`config.mk`:
```
export PLATFORM = sky130hd
export DESIGN_NAME = gpio_mulcnt
export DESIGN_NICKNAME = d
export VERILOG_FILES = /design/src/rtl/mulcnt_pkg.sv /design/src/rtl/mulcnt_popcount.sv /design/src/rtl/gpio_mulcnt.sv
export SDC_FILE = /design/constraint.sdc
export NUM_CORES = 1
export LEC_CHECK = 0
export CAP_MARGIN = 10
export CORE_UTILIZATION = 35
export DETAILED_ROUTE_END_ITERATION = 16
export SYNTH_ARGS = -nofsm -noshare
export SYNTH_HDL_FRONTEND = slang
export SYNTH_HIERARCHICAL = 1
export SYNTH_SLANG_ARGS = --single-unit
```
`constraint.sdc`:
```
create_clock -name clk -period 4 [get_ports clk]
set_input_delay 1 -clock clk [delete_from_list [all_inputs] [get_ports clk]]
set_output_delay 1 -clock clk [all_outputs]
set_load 0.02 [all_outputs]
```
`src/rtl/mulcnt_pkg.sv`:
```
// Shared definitions for gpio_mulcnt: FSM states, register addresses and status bit positions.
package mulcnt_pkg;

  typedef enum logic [1:0] {
    ST_IDLE  = 2'd0,
    ST_MULT  = 2'd1,
    ST_COUNT = 2'd2,
    ST_DONE  = 2'd3
  } state_t;

  localparam logic [15:0] ADDR_A1   = 16'h037F;
  localparam logic [15:0] ADDR_A2   = 16'h0388;
  localparam logic [15:0] ADDR_W    = 16'h0390;
  localparam logic [15:0] ADDR_L    = 16'h0398;
  localparam logic [15:0] ADDR_CTRL = 16'h03A0;

  localparam int STAT_VALID_BIT = 0;
  localparam int STAT_READY_BIT = 1;

endpackage

```
`src/rtl/mulcnt_popcount.sv`:
```
// Combinational population count over a W-bit word.
module mulcnt_popcount #(
  parameter int W  = 32,
  parameter int CW = $clog2(W + 1)
) (
  input  logic [W-1:0]  din,
  output logic [CW-1:0] cnt
);

  always_comb begin
    cnt = '0;
    for (int i = 0; i < W; i++) begin
      cnt = cnt + CW'(din[i]);
    end
  end

endmodule

```
`src/rtl/gpio_mulcnt.sv`:
```
// Register-mapped shift-add multiplier with result popcount and operation counter.
// Optional build macro MULCNT_POPCNT_EN enables the COUNT state and the L register.
module gpio_mulcnt
  import mulcnt_pkg::*;
#(
  parameter int OP_W  = 24,
  parameter int RES_W = 32,
  parameter int CNT_W = 16
) (
  input  logic        clk,
  input  logic        n_reset,
  input  logic [15:0] saddress,
  input  logic        srd,
  input  logic        swr,
  input  logic [31:0] sdata_in,
  output logic [31:0] sdata_out,
  input  logic [31:0] gpio_in,
  input  logic        gpio_latch,
  output logic [31:0] gpio_out,
  output logic [31:0] gpio_in_s_insp
);

  localparam int PW    = 2 * OP_W;
  localparam int EXT_W = (PW > RES_W) ? PW : RES_W;
  localparam int POP_W = $clog2(RES_W + 1);
  localparam int MC_W  = $clog2(OP_W + 1);

  state_t            state_q, state_d;
  logic [OP_W-1:0]   a1_q, a2_q;
  logic [PW-1:0]     mcand_q;
  logic [OP_W-1:0]   mplier_q;
  logic [PW-1:0]     product_q;
  logic [MC_W-1:0]   step_q;
  logic [RES_W-1:0]  w_q;
  logic              valid_q;
  logic [CNT_W-1:0]  cnt_q;
  logic [31:0]       gpio_in_s;
  logic [31:0]       rd_data;
  logic [EXT_W-1:0]  prod_ext;
  logic [POP_W-1:0]  l_val;
  logic              fits;
  logic              ready;
  logic              start;
  logic              wr_a1, wr_a2;
  logic              unused_wdata;

  assign start  = swr && (saddress == ADDR_CTRL);
  assign wr_a1  = swr && (saddress == ADDR_A1);
  assign wr_a2  = swr && (saddress == ADDR_A2);
  assign ready  = (state_q == ST_IDLE);

  // Product bits above RES_W decide whether the readable result is complete.
  assign prod_ext = EXT_W'(product_q);
  assign fits     = ((prod_ext >> RES_W) == '0);

  assign unused_wdata = ^(sdata_in >> OP_W);

`ifdef MULCNT_POPCNT_EN
  localparam state_t MULT_EXIT = ST_COUNT;

  logic [POP_W-1:0] pop_cnt;
  logic [POP_W-1:0] pop_q;
  logic [POP_W-1:0] l_q;

  mulcnt_popcount #(
    .W  (RES_W),
    .CW (POP_W)
  ) u_popcount (
    .din (prod_ext[RES_W-1:0]),
    .cnt (pop_cnt)
  );

  always_ff @(posedge clk or negedge n_reset) begin
    if (!n_reset) begin
      pop_q <= '0;
      l_q   <= '0;
    end else begin
      if (state_q == ST_COUNT) pop_q <= pop_cnt;
      if (state_q == ST_DONE)  l_q   <= pop_q;
    end
  end

  assign l_val = l_q;
`else
  localparam state_t MULT_EXIT = ST_DONE;

  assign l_val = '0;
`endif

  always_ff @(posedge clk or negedge n_reset) begin
    if (!n_reset) state_q <= ST_IDLE;
    else          state_q <= state_d;
  end

  always_comb begin
    state_d = state_q;
    unique case (state_q)
      ST_IDLE:  if (start) state_d = ST_MULT;
      ST_MULT:  if (step_q == MC_W'(OP_W - 1)) state_d = MULT_EXIT;
      ST_COUNT: state_d = ST_DONE;
      ST_DONE:  state_d = ST_IDLE;
      default:  state_d = ST_IDLE;
    endcase
  end

  // Operand registers take writes at any time; the running operation uses its own copies.
  always_ff @(posedge clk or negedge n_reset) begin
    if (!n_reset) begin
      a1_q <= '0;
      a2_q <= '0;
    end else begin
      if (wr_a1) a1_q <= sdata_in[OP_W-1:0];
      if (wr_a2) a2_q <= sdata_in[OP_W-1:0];
    end
  end

  always_ff @(posedge clk or negedge n_reset) begin
    if (!n_reset) begin
      mcand_q   <= '0;
      mplier_q  <= '0;
      product_q <= '0;
      step_q    <= '0;
      w_q       <= '0;
      valid_q   <= 1'b0;
      cnt_q     <= '0;
    end else begin
      case (state_q)
        ST_IDLE: begin
          if (start) begin
            mcand_q   <= PW'(a1_q);
            mplier_q  <= a2_q;
            product_q <= '0;
            step_q    <= '0;
          end
        end
        ST_MULT: begin
          if (mplier_q[0]) product_q <= product_q + mcand_q;
          mcand_q  <= mcand_q << 1;
          mplier_q <= mplier_q >> 1;
          step_q   <= step_q + MC_W'(1);
        end
        ST_DONE: begin
          w_q     <= prod_ext[RES_W-1:0];
          valid_q <= fits;
          cnt_q   <= cnt_q + CNT_W'(1);
        end
        default: ;
      endcase
    end
  end

  always_comb begin
    rd_data = '0;
    case (saddress)
      ADDR_W:    rd_data[RES_W-1:0] = w_q;
      ADDR_L:    rd_data[POP_W-1:0] = l_val;
      ADDR_CTRL: begin
        rd_data[STAT_READY_BIT] = ready;
        rd_data[STAT_VALID_BIT] = valid_q;
      end
      default: ;
    endcase
  end

  // Read data is taken from registers before this edge's updates, so a
  // simultaneous write to the same address returns the old value.
  always_ff @(posedge clk or negedge n_reset) begin
    if (!n_reset) begin
      sdata_out <= '0;
      gpio_in_s <= '0;
    end else begin
      if (srd)        sdata_out <= rd_data;
      if (gpio_latch) gpio_in_s <= gpio_in;
    end
  end

  always_comb begin
    gpio_out = '0;
    gpio_out[CNT_W-1:0] = cnt_q;
  end

  assign gpio_in_s_insp = gpio_in_s;

endmodule

```
Word level (Yosys, flattened, before mapping)
Index checks and enable logic that the tools add are counted.
{"block": "word_totals", "word_cells": 50, "output_inout_bits": 96, "inputBits": 85, "ff_bits": 288}
{"block": "op_classes", "add_sub_neg": 3, "n_reduce_logical": 9, "eq_ne": 11, "n_mux": 15}
{"cell": "$pmux 48 s2", "count": 2}
{"cell": "$mux 48", "count": 3}
{"cell": "$eq 16x10->1 const B", "count": 4}
{"cell": "$add 48x48->48", "count": 1}
{"cell": "$logic_not 48->1", "count": 1}
{"cell": "$pmux 24 s2", "count": 1}
{"cell": "$mux 26", "count": 1}
{"cell": "$mux 24", "count": 1}
{"cell": "$add 16x1->16 const B", "count": 1}
{"cell": "$pmux 5 s2", "count": 1}
{"cell": "$pmux 2 s4", "count": 1}
{"cell": "$add 5x1->5 const B", "count": 1}
{"cell": "$eq 5x5->1 const B", "count": 1}
{"cell": "$mux 5", "count": 1}
{"cell": "$eq 2x2->1 const B", "count": 2}
{"cell": "$mux 2", "count": 2}
{"cell": "$mux 4", "count": 1}
{"cell": "$ne 2x2->1 const B", "count": 2}
{"cell": "$pmux 2 s2", "count": 1}
{"cell": "$reduce_and 2->1", "count": 2}
{"cell": "$logic_and 1x1->1", "count": 3}
{"cell": "$reduce_and 3->1", "count": 1}
{"cell": "$eq 2x1->1 const B", "count": 1}
{"cell": "$logic_not 2->1", "count": 1}
{"cell": "other kinds (2)", "count": 2}

Depth between registers and ports, before layout
{"block": "logic_depth", "depth_word": 4, "mapped_depth": 12, "depth_no_buf": 12}

Worst setup path after synthesis
OpenSTA, ideal clock, no wires.
{"block": "synth_path", "path_type": "input to register", "startpoint": "input saddress[1]", "endpoint": "register product_q[47], in the netlist prod_ext[47]", "cell_stages": 9, "arrival_ps": 3300, "slack_ps": 632, "n_path_buf": 1, "required_ps": 3931, "setup_time_ps": 69, "cell_sequence": "or4b_1 -> or3_4 -> nor4b_4 -> nand2_2 -> a21boi_4 -> nand2_2 -> buf_6 -> or4_1 -> nand3_1"}
{"block": "synth_via", "elab_chain_len": 4}
{"element": "start, declared", "line": "gpio_mulcnt.sv:12", "rtl": "input logic [15:0] saddress,"}
{"element": "$eq 16x10->1", "line": "gpio_mulcnt.sv:47", "rtl": "assign start = swr && (saddress == ADDR_CTRL);"}
{"element": "$logic_and 1x1->1", "line": "gpio_mulcnt.sv:47"}
{"element": "$ne 2x1->1 (no line)"}
{"element": "$reduce_and 3->1 (no line)"}
{"element": "end signal, assigned", "line": "gpio_mulcnt.sv:137", "rtl": "if (mplier_q[0]) product_q <= product_q + mcand_q;"}
{"element": "end, declared", "line": "gpio_mulcnt.sv:32", "rtl": "logic [PW-1:0] product_q;"}
Every way passes these cells.
A chain may end at the register's enable or synchronous reset.

Worst setup path after layout
{"block": "layout_path", "startpoint": "register mcand_q[0]", "endpoint": "register product_q[46], in the netlist prod_ext[46]"}
{"block": "layout_via", "elab_chain_len": 3}
{"element": "start, declared", "line": "gpio_mulcnt.sv:30", "rtl": "logic [PW-1:0] mcand_q;"}
{"element": "start signal, assigned", "line": "gpio_mulcnt.sv:130", "rtl": "mcand_q <= PW'(a1_q);"}
{"element": "start signal, assigned", "line": "gpio_mulcnt.sv:138", "rtl": "mcand_q <= mcand_q << 1;"}
{"element": "$add 48x48->48", "line": "gpio_mulcnt.sv:137"}
{"element": "$mux 48", "line": "gpio_mulcnt.sv:137"}
{"element": "$pmux 48 s2", "line": "gpio_mulcnt.sv:127", "rtl": "case (state_q)"}
Every way passes these cells. The select of a mux whose other input is x is not followed.

==> results.toml <==
[timing]
hold_viol = 0
post-route-period-util = 0.918
drv_slew = 0
fin_worst_skew_ps = 15.2
tightest_slew_ps = 959
rsz0062_at_grt = "false"
setup_viol = 0
post-route-min-period_ps = 3670
setup_slack_ps = 328
fin_tns_setup_ps = 0
fmax_ghz = 0.272
slew_headroom = 0.361

[detailed_routing]
drtPass1Iterations = 7
wirelength_um = 31700
drt-initial-drc-count = 680
drc = 0
viasPerCell = 5.04
wl_per_cell_um = 15.7
via_count = 10200
postRouteAntennaNets = 0

[die]
initial_core_util = 0.356
die_h_um = 203
fp.dieW_um = 203
die_area_um2 = 41300
core_area_um2 = 39800
rows = 73
io_pins = 181

[flow_run]
max_cap_viol_count = 0

[clock_network]
cts_tree = "built"
clkSinkCount = 288
cts_buffers = 35
clockBufferDepth = 3
cts.clk_slew.worst_paths_ps = 50
h-tree-depth = 2
cts-resized-gates = 0
clock-root-buffer = "clkbuf_16"
clock_latency_ps = 520
cts_setup_buffers = 0
ctsHoldBuffers = 0

[place]
port_buffers = 156
gp_congestion = 0.903
place_inst = 1958
hpwl_um = 22600
pre_cts_slack_ps = 123

[layout]
multiInputGateArea_um2 = 6480
drive_above_1_share = 0.141
syn2layout_area_growth_pct = 23.3
layoutNonFillerInstCount = 2019
register_area_um2 = 7210
final_nets = 1608
fill_cells = 3793
n_antenna_cell = 0

[worst_setup_path]
worstSetupPathType = "reg -> reg"
critPathRequiredTime_ps = 4380
rr_endpoint = "prod_ext[46]"
r2r_cells = 12
endpoint_kind = "flop"
crit_path_max_fanout = 3
rrSetupSlack_ps = 330
arrival_ps = 4050
r2r-start = "mcand_q[0]"
critPathLaunchType = "flop"

[logic_synthesis]
synth_edf_count = 0
yosysUniqueCellTypes = 65
async_flop_share = 1.00
synth_top_area_cell = "dfrtp_1"
syn_inst = 1324
post-synth-top-count-cell = "dfrtp_1"
synth_seq_area_share = 0.508
synth_commonest_cells = "dfrtp_1 (288), nand2_1 (145), o21ai_0 (142), mux2_2 (115), a21oi_1 (61)"
ys_warn_count = 6
synth_seq_cells = 288
synth_area_leaders = "dfrtp_1 (51%), mux2_2 (9.1%), o21ai_0 (5.0%)"
yosysTopAreaCellShare = 0.508
synth_area_um2 = 14200
synth_ff_type = "dfrtp_1"
syn_avg_cell_area_um2 = 10.7

[power]
p_leak_nw = 7.95
power.switching_mw = 2.13
pwr-share-clk = 0.410
ir_drop_v = 0.000241
switching_share = 0.280
power.density_nw_per_um2 = 435
p_int_mw = 5.47
p_seq_frac = 0.407
pwr-share-comb = 0.183
p_total_mw = 7.61

[global_routing]
grt_antenna_before_repair = 1
grt_pass1_vias = 10200
grt-ovfl-total = 0
grt_max_degree = 111
grt_usage = 0.156
grt_pass1_wl_um = 52700

[min_path]
min_from = "cnt_q[15]"
hold_class = "reg -> reg"
hold_end = "cnt_q[15]"
whs_path_depth = 1

[status]
status = "completed"
-- final cells by class --
class,count,share of cell area
clock buffers,51,0.0594
clock inverters,10,0.00608
inverters,49,0.0105
multi-input cells,916,0.371
flip-flops and latches,288,0.412
well taps,525,0.0376
repair buffers,180,0.104
-- power groups by stage --
stage / clock network (mW) / logic, mW / registers [mW]
final: 3.12 / 1.39 / 3.09
after global routing: 3.33 / 1.52 / 3.11
after CTS: 3.22 / 1.41 / 3.10
after detailed placement: 0 / 1.41 / 3.15
after global placement: 0 / 1.39 / 3.14
after floorplan: 0 / 0.831 / 3.20
-- state kept, by name, summed over array words and instances (netlist names) --
signal          flops
a1_q               24
state_q             2
gpio_in_s_insp     32
cnt_q              16
step_q              5
sdata_out          32
prod_ext           48
a2_q               24
mcand_q            48
valid_q             1
w_q                32
mplier_q           24
-- critical path, stage by stage, from the launching register on --
cell	delay, ps
dfrtp_1	420
ha_1	250
fa_1	430
a211oi_1	310
o21bai_1	140
a21oi_1	320
o21ai_0	270
a31oi_1	490
nor3_1	160
nor2_1	300
o211ai_1	170
mux2i_1	170
o211ai_1	100
-- per-layer routing --
metal / vias to the layer above / wire (µm) / global-route usage
met5: - / 12 / 0
met4: 2 / 736 / 0.0494
met3: 52 / 1590 / 0.0278
met2: 233 / 13500 / 0.237
met1: 4902 / 15800 / 0.225
li1: 4992 / - / -
-- cell families (layout without fill, tap and decap cells) --
logic type               after synthesis  in the layout  synth area share
other                                  1             16          0.000264
multiplexers                         166            166             0.127
adder cells (fa/ha/maj)               53             53            0.0473
flip-flops                           288            288             0.508
XOR/XNOR                              54             54            0.0333
AND/OR/NAND/NOR                      303            303             0.101
buffers and inverters                135            290            0.0408
AO/OA/AOI/OAI                        324            324             0.142
-- how the worst max path moves through the flow --
| stage | cells after the start | end | start | slack, ps |
|---|---|---|---|---|
| global route | 12 | prod_ext[46] | mcand_q[0] | 170 |
| finish | 12 | prod_ext[46] | mcand_q[0] | 330 |
| CTS | 12 | prod_ext[46] | mcand_q[0] | 400 |
| floorplan | 9 | prod_ext[47] | saddress[1] | 630 |
| global placement | 10 | prod_ext[19] | saddress[1] | 240 |
| detailed placement | 10 | prod_ext[19] | saddress[1] | 120 |
-- metrics by stage --
stage          instance area (µm²)   util  hold slack (ps)
2_1_floorplan                14200      -              450
3_3_place_gp                 16300  0.410              465
3_5_place_dp                 16300  0.410              471
4_1_cts                      17500  0.439              485
5_1_grt                      17500  0.439              505
6_report                     17500  0.439              476
-- cell usage in the layout, fill, tap and decap left out, types with 12 or more instances in the layout --
| cell | count |
|---|---|
| a21o_1 | 29 |
| a21oi_1 | 60 |
| a22o_1 | 31 |
| and3_1 | 12 |
| buf_4 | 18 |
| clkbuf_16 | 37 |
| clkdlybuf4s50_1 | 154 |
| conb_1 | 16 |
| dfrtp_1 | 288 |
| ha_1 | 50 |
| inv_1 | 49 |
| mux2_2 | 115 |
| mux2i_1 | 51 |
| nand2_1 | 145 |
| nand3_1 | 59 |
| nor2_1 | 27 |
| o21ai_0 | 142 |
| xnor2_1 | 36 |
| xor2_1 | 18 |
(Power assumes the default switching activity.)
==> patch (config.mk and constraints unchanged) <==
Encoding of `state_t`: now one-hot (4 bits for 4 states).
--- a/src/rtl/mulcnt_pkg.sv
+++ b/src/rtl/mulcnt_pkg.sv
@@ -3,7 +3,7 @@
 
-  typedef enum logic [1:0] {
-    ST_IDLE  = 2'd0,
-    ST_MULT  = 2'd1,
-    ST_COUNT = 2'd2,
-    ST_DONE  = 2'd3
+  typedef enum logic [3:0] {
+    ST_IDLE  = 4'b0001,
+    ST_MULT  = 4'b0010,
+    ST_COUNT = 4'b0100,
+    ST_DONE  = 4'b1000
   } state_t;
Check against the original RTL: no difference found for any inputs over 4 cycles, from zero or initial values and one cycle with n_reset low; so few cycles prove little.
==> patch against the original RTL <==
Sequential share of layout area grew 0.33 points; via count grew 2.5%; sequential cell count grew 1; cell area shrank 0.44%; non-clock buffer count is the same; wire length shrank 1.1%; worst setup slack gained 0.20 ns; first-iteration DRC count shrank 20%; synthesized area shrank 0.26%; critical path type unchanged; largest cell class unchanged.
Power is not compared: it rests on default switching activity, and its combinational part moved more than twofold at a synthesized area within 25%.
==> patch: results (changes against the original RTL) <==
<table>
<tr><th>Metric</th><th>Value</th></tr>
<tr><th colspan="2">Logic synthesis</th></tr>
<tr><td>Commonest cells post-synth</td><td>288 x dfrtp_1, 208 x nand2_1, 113 x mux2_2</td></tr>
<tr><td>Netlist cell types</td><td>69 (+6.2%)</td></tr>
<tr><td>Synth area leaders</td><td>dfrtp_1 51%, mux2_2 9.0%, nand2_1 5.5%, ha_1 4.3%, o21ai_0 3.0%</td></tr>
<tr><th colspan="2">GRT</th></tr>
<tr><td>Global-route wire length before repair</td><td>52370 um (-0.69%)</td></tr>
<tr><td>Number of antenna violations at the first check in global routing</td><td>0 (-1)</td></tr>
<tr><td>Pin count of the biggest net entering global routing</td><td>117 (+5.4%)</td></tr>
<tr><td>GR met1 Demand/Resource</td><td>23.11% (+0.64 points)</td></tr>
<tr><td>Total track usage</td><td>15.37% (-0.23 points)</td></tr>
<tr><th colspan="2">Finish</th></tr>
<tr><td>Fraction of final layout cells sized beyond drive strength 1</td><td>13.82% (-0.24 points)</td></tr>
<tr><td>Total number of nets in the final design</td><td>1644 (+2.2%)</td></tr>
<tr><td>Post-route core utilization</td><td>43.73% (-0.19 points)</td></tr>
<tr><th colspan="2">Placement</th></tr>
<tr><td>Area of placed instances</td><td>0.01627 mm^2 (-0.44%)</td></tr>
<tr><td>Total half-perimeter wirelength after legalization and detailed placement</td><td>21970 um (-2.7%)</td></tr>
<tr><td>Gpl congestion</td><td>0.8736 (-3.2%)</td></tr>
<tr><td>Pre-CTS setup slack</td><td>0.1248 ns (+0.002100 ns)</td></tr>
<tr><td>Total placed cells including tap cells</td><td>1998 (+2.0%)</td></tr>
<tr><th colspan="2">Drt</th></tr>
<tr><td>Routed wire length per instance</td><td>15.21 um (-3.1%)</td></tr>
<tr><td>Final wirelength</td><td>31310 um (-1.1%)</td></tr>
<tr><td>1st-pass router iterations</td><td>5 (-2)</td></tr>
<tr><td>Mean number of vias per cell</td><td>5.070 (+0.55%)</td></tr>
<tr><td>Number of DRC markers after the initial detailed-route iteration</td><td>541 (-20%)</td></tr>
<tr><th colspan="2">STA</th></tr>
<tr><td>Worst slew slack as a fraction of its limit</td><td>34.45% (-1.6 points)</td></tr>
<tr><th colspan="2">Critical path</th></tr>
<tr><td>Critical path's largest stage delay</td><td>0.46 ns (-0.03 ns)</td></tr>
<tr><td>Worst EP arrival</td><td>3.84 ns (-0.21 ns)</td></tr>
<tr><th colspan="2">Clock tree</th></tr>
<tr><td>Clock buffers created by TritonCTS</td><td>34 (-2.9%)</td></tr>
<tr><th colspan="2">Status</th></tr>
<tr><td>Status</td><td>finished clean</td></tr>
</table>
[patch: cells by family after synthesis]
group | synth area share, %
simple gates | 13.01
xor+xnor | 3.529
buf+inv | 4.140
other cells | 0.02651
fa+ha+maj | 4.476
compound gates | 14.47
mux | 9.208
flops | 51.14
[patch: final timing paths]
kind	from	endpoint	slack, ns	cells after the start
max in group asynchronous	n_reset	state_q[0]	2.47	2
setup / recovery	mcand_q[0]	prod_ext[44]	0.53	12
min in group asynchronous	n_reset	sdata_out[0]	0.50	1
hold / removal	cnt_q[15]	cnt_q[15]	0.48	1
hold reg to reg	cnt_q[15]	cnt_q[15]	0.48	1
setup reg to reg	mcand_q[0]	prod_ext[44]	0.53	12
[patch: worst reg2reg max path: stages, from the launching register on]
cell and delay [ns]:
dfrtp_1 0.41, ha_1 0.24, fa_1 0.42, a21oi_1 0.21, o21ai_0 0.16, nand4_1 0.18, a21oi_1 0.14, a21bo_1 0.28
a31o_1 0.28, o21ai_0 0.46, o21ai_0 0.21, xor2_1 0.17, a22o_1 0.21
[patch: metal layers]
| metal | vias to the layer above | routed length, um |
|---|---|---|
| met5 | - | 0 |
| met4 | 0 | 560 |
| met3 | 42 | 1581 |
| met2 | 251 | 13070 |
| met1 | 5043 | 16100 |
| li1 | 5104 | - |
[patch: final cells by class]
type	count	area, um^2
clock buffer	52	1042
fill	3754	22410
tap	525	656.9
sequential	289	7233
inverter	41	153.9
multi-input combinational	963	6412
clock inverter	9	98.84
timing repair buffer	180	1817
[patch: power by group through the flow]
stage                     logic, mW  registers, mW  clock network [mW]
final                         0.336           2.98                3.11
after global routing          0.365           2.98                3.33
after CTS                     0.344           2.98                3.21
after detailed placement      0.344           3.03                   0
after global placement        0.341           3.03                   0
after floorplan              0.0804           3.07                   0
